## config.mk

```make
export PLATFORM = sky130hd
export DESIGN_NAME = chip_test_sequencer
export DESIGN_NICKNAME = d
export VERILOG_FILES = /design/src/rtl/chip_test_sequencer.sv
export SDC_FILE = /design/constraint.sdc
export NUM_CORES = 1
export LEC_CHECK = 0
export ABC_AREA = 1
export CAP_MARGIN = 20
export CELL_PAD_IN_SITES_DETAIL_PLACEMENT = 0
export CELL_PAD_IN_SITES_GLOBAL_PLACEMENT = 1
export CORE_MARGIN = 4
export CORE_UTILIZATION = 49
export DETAILED_ROUTE_END_ITERATION = 7
export DONT_BUFFER_PORTS = 1
export HOLD_SLACK_MARGIN = 0.06
export PLACE_DENSITY = 0.8
export SETUP_SLACK_MARGIN = 0.02
export SLEW_MARGIN = 15
export SYNTH_ARGS = -nofsm -noshare
export SYNTH_HDL_FRONTEND = slang
export SYNTH_SLANG_ARGS = --single-unit
```

## constraint.sdc

```tcl
create_clock -name Clk -period 2.97 [get_ports Clk]
set_input_delay 0 -clock Clk [delete_from_list [all_inputs] [get_ports Clk]]
set_output_delay 0 -clock Clk [all_outputs]
set_load 0.05 [all_outputs]
```

## src/rtl/chip_test_sequencer.sv

```systemverilog
// Owns the shared tester socket: sets the pin mux, starts one chip tester at a time and reports the verdict.
// Manual mode tests Chip_Sel; auto mode sweeps every tester. Optional watchdog: define CHIP_SEQ_WDOG_EN.
module chip_test_sequencer #(
    parameter int unsigned NUM_CHIPS  = 4,
    parameter int unsigned SEL_W      = 2,
    parameter int unsigned SETTLE_CYC = 4,
    parameter int unsigned WDOG_CYC   = 1024
) (
    input  logic                 Clk,
    input  logic                 Reset_n,
    input  logic                 Start,
    input  logic                 Auto,
    input  logic [SEL_W-1:0]     Chip_Sel,
    input  logic                 Ack,
    output logic [NUM_CHIPS-1:0] Run,
    output logic [NUM_CHIPS-1:0] Disp_Rslt,
    input  logic [NUM_CHIPS-1:0] Done,
    input  logic [NUM_CHIPS-1:0] Rslt,
    output logic [SEL_W-1:0]     Mux_Sel,
    output logic                 Mux_En,
    output logic                 Busy,
    output logic                 Result_Valid,
    output logic                 Pass,
    output logic [SEL_W-1:0]     Id,
    output logic                 Timeout
);

    localparam int unsigned SCNT_W = 8;

    if (NUM_CHIPS < 1 || (1 << SEL_W) < NUM_CHIPS || SETTLE_CYC < 1 || SETTLE_CYC > 255 || WDOG_CYC < 1)
    begin : g_param_check
        $error("chip_test_sequencer: illegal parameter combination");
    end

    typedef enum logic [2:0] {
        S_IDLE,
        S_SETTLE,
        S_RUN,
        S_WAIT,
        S_RELEASE,
        S_NEXT,
        S_REPORT
    } state_t;

    state_t              state_q, state_d;
    logic [SEL_W-1:0]    idx_q, idx_d;
    logic                auto_q, auto_d;
    logic                cap_q, cap_d;
    logic [SCNT_W-1:0]   settle_q, settle_d;
    logic                pass_d;
    logic [SEL_W-1:0]    id_d;
    logic                timeout_d;
    logic                wdog_hit;
    logic [NUM_CHIPS-1:0] idx_oh_c;

    assign idx_oh_c = NUM_CHIPS'(1) << idx_d;

    // State register
    always_ff @(posedge Clk or negedge Reset_n) begin
        if (!Reset_n) begin
            state_q <= S_IDLE;
        end else begin
            state_q <= state_d;
        end
    end

    // Next-state and datapath updates
    always_comb begin
        state_d   = state_q;
        idx_d     = idx_q;
        auto_d    = auto_q;
        cap_d     = cap_q;
        settle_d  = settle_q;
        pass_d    = Pass;
        id_d      = Id;
        timeout_d = Timeout;

        case (state_q)
            S_IDLE: begin
                if (Start) begin
                    auto_d    = Auto;
                    pass_d    = 1'b0;
                    id_d      = '0;
                    timeout_d = 1'b0;
                    settle_d  = '0;
                    if (Auto) begin
                        idx_d   = '0;
                        state_d = S_SETTLE;
                    end else begin
                        idx_d = Chip_Sel;
                        if (32'(Chip_Sel) >= NUM_CHIPS) begin
                            id_d    = Chip_Sel;
                            state_d = S_REPORT;
                        end else begin
                            state_d = S_SETTLE;
                        end
                    end
                end
            end

            S_SETTLE: begin
                if (settle_q == SCNT_W'(SETTLE_CYC - 1)) begin
                    state_d = S_RUN;
                end else begin
                    settle_d = settle_q + SCNT_W'(1);
                end
            end

            S_RUN: begin
                state_d = S_WAIT;
            end

            S_WAIT: begin
                if (Done[idx_q]) begin
                    cap_d   = Rslt[idx_q];
                    state_d = S_RELEASE;
                end else if (wdog_hit) begin
                    cap_d     = 1'b0;
                    timeout_d = 1'b1;
                    state_d   = S_NEXT;
                end
            end

            S_RELEASE: begin
                if (!Done[idx_q]) begin
                    state_d = S_NEXT;
                end else if (wdog_hit) begin
                    cap_d     = 1'b0;
                    timeout_d = 1'b1;
                    state_d   = S_NEXT;
                end
            end

            S_NEXT: begin
                if (!auto_q || cap_q) begin
                    pass_d  = cap_q;
                    id_d    = idx_q;
                    state_d = S_REPORT;
                end else if (32'(idx_q) == NUM_CHIPS - 1) begin
                    pass_d  = 1'b0;
                    id_d    = '0;
                    state_d = S_REPORT;
                end else begin
                    idx_d    = idx_q + SEL_W'(1);
                    settle_d = '0;
                    state_d  = S_SETTLE;
                end
            end

            S_REPORT: begin
                if (Ack) begin
                    state_d = S_IDLE;
                end
            end

            default: state_d = S_IDLE;
        endcase
    end

    // Datapath and outputs, registered from the next state so they line up with it
    always_ff @(posedge Clk or negedge Reset_n) begin
        if (!Reset_n) begin
            idx_q        <= '0;
            auto_q       <= 1'b0;
            cap_q        <= 1'b0;
            settle_q     <= '0;
            Run          <= '0;
            Disp_Rslt    <= '0;
            Mux_Sel      <= '0;
            Mux_En       <= 1'b0;
            Busy         <= 1'b0;
            Result_Valid <= 1'b0;
            Pass         <= 1'b0;
            Id           <= '0;
            Timeout      <= 1'b0;
        end else begin
            idx_q        <= idx_d;
            auto_q       <= auto_d;
            cap_q        <= cap_d;
            settle_q     <= settle_d;
            Run          <= (state_d == S_RUN) ? idx_oh_c : '0;
            Disp_Rslt    <= (state_d == S_RELEASE) ? idx_oh_c : '0;
            Mux_Sel      <= (state_d == S_SETTLE) ? idx_d : Mux_Sel;
            Mux_En       <= (state_d == S_SETTLE) || (state_d == S_RUN) ||
                            (state_d == S_WAIT)   || (state_d == S_RELEASE);
            Busy         <= (state_d != S_IDLE);
            Result_Valid <= (state_d == S_REPORT);
            Pass         <= pass_d;
            Id           <= id_d;
            Timeout      <= timeout_d;
        end
    end

`ifdef CHIP_SEQ_WDOG_EN
    localparam int unsigned WCNT_W = $clog2(WDOG_CYC + 1);

    logic [WCNT_W-1:0] wdog_q, wdog_d;

    // Counts cycles spent in WAIT/RELEASE; restarts on every state entry
    always_comb begin
        wdog_d = '0;
        if ((state_q == S_WAIT || state_q == S_RELEASE) && (state_d == state_q)) begin
            wdog_d = wdog_q + WCNT_W'(1);
        end
    end

    always_ff @(posedge Clk or negedge Reset_n) begin
        if (!Reset_n) begin
            wdog_q <= '0;
        end else begin
            wdog_q <= wdog_d;
        end
    end

    assign wdog_hit = (wdog_q == WCNT_W'(WDOG_CYC - 1));
`else
    assign wdog_hit = 1'b0;
`endif

endmodule

```

==> run summary, run 1 <==
total grt overflow = 0
CP Cell Sequence = nor2_1, nand3_2, nor2_1, dlygate4sd3_1, a21oi_1, dlygate4sd3_1
share of cells above drive strength 1 = 0.1211
post-synthesis sequential area ratio = 0.4701
max_cap viols = 0
Max VDD drop = 0.0004799 V
clock sink count = 31
Power, Total = 0.001962 W
clk slew on worst S/H paths = 0.10 ns
DR WL/cell = 14.46 um
synth-to-layout area growth = 12.74%
crit path max fanout = 7
initial DRC count = 127
Setup Viol. Count Final = 0
Power Dens Cells = 1055 mW/mm^2
ys async rst share = 1.000
Synth Flop Type = dfrtp_1
port bufs = 0
GRT Total Usage = 0.2053
Post-DP HPWL = 2.821 mm
crit path kind = reg -> reg
Synth top area share = 0.4701
Final Non-Filler Cells = 267
Yosys Warn Count = 0
die area = 0.004361 mm^2
Syn Nets = 224
Num CTS Buffers = 5
Final Cycle Share = 0.8018
final hold vios = 0
Distinct cells, synth = 29
standard-cell rows = 20
min cycle time layout = 2.381 ns
Final Max Tran Viols = 0
placed insts = 248
core area = 0.003128 mm^2
final RePlAce weighted congestion = 0.8752
CTS Buffer Depth = 2
synth cell count leaders = nand2_1, nor2_1, dfrtp_1
Syn Inst Count = 208
RSZ-0062 raised after global routing = false
leading area contributor after synthesis = dfrtp_1
post-route DRC violation count = 0
wirelength, routed = 3.860 mm
Leakage = 0.9010 nW
initial antenna violation count = 0
Layout Skew = 0.01114 ns
fin nets = 239
synthesized flop and latch total = 31
Max stage delay on crit path = 0.57 ns
vias per cell = 5.419
synth top area cells = dfrtp_1, nand2_1, nor2_1
largest net degree at the start of global routing = 32
Ant. Diodes = 0
CTS tree = done
1st-pass router iterations = 4
hold crit path type = in -> reg
outcome = finished, final reports clean
maximum achievable frequency = 419.9 MHz
Post-synth EDFFs = 0
synthesized area = 0.001650 mm^2
vias after detailed routing = 1447
Worst EP arrival = 2.61 ns
total negative slack = 0 ns
first-pass GRT wire length = 6.755 mm
CP endpoint kind = flop
vias in the first global route = 1418
CP startpoint kind = flop
Worst path slowest cell = dlygate4sd3_1
IO Count = 32
CP required = 3.20 ns
clk_lat worst skew = 0.33 ns
die height = 66.04 um
H-tree levels = 2
Post-Syn Area per Cell = 7.934 um^2
die width = 66.04 um
most instantiated library cell after synthesis = nand2_1
CTS root buffer = clkbuf_4
fill count = 301
remaining antenna violation count after routing = 0
Initial Utilization = 0.5276
final timing paths:
check | cells after the start | endpoint | start | slack [ns]
setup / recovery | 6 | auto_q$_DFFE_PN0P_ | state_q[1]$_DFF_PN0_ | 0.59
hold / removal | 4 | idx_q[1]$_DFF_PN0_ | Start | 0.09
setup reg to reg | 6 | auto_q$_DFFE_PN0P_ | state_q[1]$_DFF_PN0_ | 0.59
hold reg to reg | 1 | settle_q[0]$_DFFE_PN0P_ | settle_q[0]$_DFFE_PN0P_ | 0.53
max in group asynchronous | 2 | Disp_Rslt[3]$_DFF_PN0_ | Reset_n | 2.70
min in group asynchronous | 2 | state_q[2]$_DFF_PN0_ | Reset_n | 0.10
cell usage in the layout, fill, tap and decap left out, types with 4 or more instances in the layout:
| master | count |
|---|---|
| nor3_1 | 6 |
| dlygate4sd3_1 | 11 |
| nand3_2 | 5 |
| nor2_2 | 4 |
| o21ai_0 | 15 |
| xor2_1 | 4 |
| o22ai_1 | 5 |
| a21oi_1 | 5 |
| nor2_1 | 32 |
| clkbuf_4 | 5 |
| dfrtp_1 | 31 |
| nand3_1 | 11 |
| inv_1 | 20 |
| nand2_2 | 4 |
| nand2_1 | 40 |
where the power goes:
group	switching [W]	total (W)	internal [W]
Clock	0.000135	0.000244	0.000109
Sequential	0.000301	0.000845	0.000545
Combinational	0.000578	0.000873	0.000295
routing by layer:
metal  GRT usage  routed length [um]  vias to the layer above
met4     0.07614                  98                        0
met1      0.2684                1711                      673
met2      0.3217                1809                       49
li1            -                   -                      713
met3     0.05952                 240                       12
met5           0                   0                        -
kinds of logic (layout without fill, tap and decap cells):
logic type,Yosys count,in the layout,synth area share
other cells,1,1,0.002272
compound gates,35,35,0.1236
flops,31,31,0.4701
simple gates,109,109,0.3040
fa+ha+maj,1,1,0.007580
xor+xnor,4,4,0.02123
buf+inv,27,42,0.07126
final cells by class:
type | instances | area (um^2) | area share
Inverter | 23 | 86.33 | 0.04640
Sequential cell | 31 | 775.7 | 0.4169
Clock inverter | 1 | 5.005 | 0.002690
Timing Repair Buffer | 12 | 130.1 | 0.06994
Clock buffer | 6 | 51.30 | 0.02757
Multi-Input combinational cell | 150 | 757.0 | 0.4069
Tap cell | 44 | 55.05 | 0.02959
state kept, by name (all words and copies together), names as in the netlist:
name,flops
idx_q,2
Mux_Sel,2
Busy,1
state_q,3
Id,2
Result_Valid,1
Run,4
Mux_En,1
cap_q,1
settle_q,8
auto_q,1
Pass,1
Disp_Rslt,4
worst max-delay path, delay by kind of cell, from the launching register on:
kind	cells	cell delay [ns]
DFF	1	0.45
AOI/OAI and AO/OA	1	0.04
and+or+nand+nor	3	0.66
buffers and inverters	2	1.12
stage by stage:
step | setup slack, ns | area [um^2] | hold slack (ns) | utilization
2_1_floorplan | 1.517 | 1650 | -0.2956 | -
3_3_place_gp | 1.212 | 1674 | -0.2949 | 0.5352
3_5_place_dp | 1.251 | 1674 | -0.2948 | 0.5352
4_1_cts | 0.6106 | 1861 | 0.07082 | 0.5948
5_1_grt | 0.4245 | 1861 | 0.1063 | 0.5948
6_report | 0.5886 | 1861 | 0.09244 | 0.5948
what timing repair did:
item	in CTS	in global routing
endpoints found under the hold margin	44	0
hold buffers	12	0
gates resized for setup	0	0
setup buffers	0	0
Note: power is estimated with default switching activity, not from simulation.
==> run 2, diff against run 1 <==
Settings changed: CORE_UTILIZATION 49 to 41, PLACE_DENSITY 0.8 to 0.71.
Clock period 2.97 ns to 2.1 ns, I/O delays scaled along.
==> run 2 against run 1 <==
Clock skew is 0.0034 ns lower; combinational power rose by 34%; highest routed layer unchanged; via count is 0.14% lower.
==> run summary, run 2 (synthesis gave the netlist of run 1 again) <==
switching power = 0.001441 W
clock group share of total power = 0.203
port bufs = 0
Max VDD drop = 0.001139 V
core area = 0.003771 mm^2
H-tree levels = 2
fill count = 367
clock sink count = 31
crit path max fanout = 11
WP buf/inv = 2
IO Count = 32
CP Cell Sequence = inv_2, nor2_1, a22oi_1, dlygate4sd3_1, o21ai_0, nor2_1, a21oi_1
most frequent cells in the layout = nand2_1, nor2_1, dfrtp_1
final core occ = 0.5056
GRT Total Usage = 0.1697
fin nets = 237
RSZ-0062 raised after global routing = false
Sw Share = 0.4833
Worst EP arrival = 2.04 ns
vias after detailed routing = 1445
Power Dens Cells = 1564 mW/mm^2
total grt overflow = 0
vias per cell = 5.352
CP startpoint kind = flop
CP endpoint kind = flop
max_cap viols = 0
initial DRC count = 125
Logic pwr share = 0.394
1st-pass router iterations = 4
remaining antenna violation count after routing = 0
max reg flops = 8
largest net degree at the start of global routing = 32
final RePlAce weighted congestion = 0.9154
Place WS = 0.3421 ns
crit path kind = reg -> reg
Max stage delay on crit path = 0.57 ns
placed insts = 252
CP required = 2.31 ns
share of cells above drive strength 1 = 0.1261
Power, Total = 0.002982 W
die height = 71.45 um
Top reg by flops = settle_q
outcome = finished, final reports clean
Num CTS Buffers = 5
min cycle time layout = 1.828 ns
CTS root buffer = clkbuf_8
Post-DP HPWL = 2.834 mm
hold crit path type = in -> reg
clk_lat worst skew = 0.28 ns
maximum achievable frequency = 547.2 MHz
Setup Viol. Count Final = 0
Worst path slowest cell = dlygate4sd3_1
synth-to-layout area growth = 15.54%
final hold vios = 0
CP delay by family, top = buffers and inverters
setup bufs post-CTS = 0
initial antenna violation count = 0
post-route DRC violation count = 0
wirelength, routed = 3.821 mm
Final Max Tran Viols = 0
Leakage = 0.9151 nW
Final Cycle Share = 0.8703
clk slew on worst S/H paths = 0.07 ns
Initial Utilization = 0.4376
first-pass GRT wire length = 6.817 mm
total negative slack = 0 ns
Worst path most repeated cell = nor2_1
CTS tree = done
die width = 71.45 um
vias in the first global route = 1442
Ant. Diodes = 0
largest registers = settle_q: 8 flops, Disp_Rslt: 4 flops, Run: 4 flops
slack of the critical path = 0.2724 ns
Final Non-Filler Cells = 270
CTS Buffer Depth = 2
Int Pwr = 0.001541 W
Layout Skew = 0.007741 ns
most common cell after layout, fill and taps aside = nand2_1
standard-cell rows = 22
die area = 0.005104 mm^2
Flop pwr share = 0.403
DR WL/cell = 14.15 um
[run 2: changes by cell type in the layout (fill, tap and decap cells not counted)]
cell / previous run / this run
clkbuf_4: 5 / 0
clkbuf_8: 1 / 6
dlygate4sd3_1: 11 / 9
bufinv_16: 0 / 1
[run 2: power by group through the flow]
stage,Combinational (W),Sequential [W],Clock [W]
finish,0.00117,0.00120,0.000604
global route,0.00135,0.00123,0.000657
global placement,0.00112,0.00121,0
detailed placement,0.00111,0.00121,0
CTS,0.00117,0.00120,0.000623
floorplan,0.000965,0.00114,0
[run 2: layout make-up]
class / count / area [um^2] / area share
Sequential cell: 31 / 775.7 / 0.4068
Multi-Input combinational cell: 150 / 757.0 / 0.3970
Timing Repair Buffer: 10 / 110.1 / 0.05774
Inverter: 23 / 86.33 / 0.04528
Clock inverter: 2 / 35.03 / 0.01837
Clock buffer: 6 / 82.58 / 0.04331
Tap cell: 48 / 60.06 / 0.03150
[run 2: metrics by stage]
stage / hold slack (ns) / instance area, um^2
after global routing: 0.08860 / 1907
after detailed placement: -0.2948 / 1679
final: 0.07732 / 1907
after floorplan: -0.2956 / 1650
after global placement: -0.2948 / 1679
after CTS: 0.06491 / 1907
[run 2: worst paths after layout]
| path | from | endpoint | slack, ns | cells after the start |
|---|---|---|---|---|
| hold / removal | Rslt[2] | cap_q$_DFFE_PN0P_ | 0.08 | 4 |
| hold reg to reg | settle_q[0]$_DFFE_PN0P_ | settle_q[0]$_DFFE_PN0P_ | 0.55 | 1 |
| min in group asynchronous | Reset_n | state_q[0]$_DFF_PN0_ | 0.15 | 2 |
| setup / recovery | idx_q[0]$_DFF_PN0_ | cap_q$_DFFE_PN0P_ | 0.27 | 7 |
| setup reg to reg | idx_q[0]$_DFF_PN0_ | cap_q$_DFFE_PN0P_ | 0.27 | 7 |
| max in group asynchronous | Reset_n | Pass$_DFFE_PN0P_ | 1.78 | 2 |
[run 2: worst min-delay path, stage by stage]
cell	delay [ns]
o21ai_0	0.11
o21ai_0	0.08
nor2_1	0.09
a21oi_1	0.05
[run 2: layer usage]
metal	routed length, um	track usage	vias up
met2	1773	0.2510	44
met4	44	0.05637	0
li1	-	-	708
met3	302	0.06311	6
met5	0	0	-
met1	1700	0.2289	687
[run 2: what timing repair did]
item,in CTS,in global routing
gates resized for setup,0,0
hold endpoints to repair,39,0
hold buffers,10,0
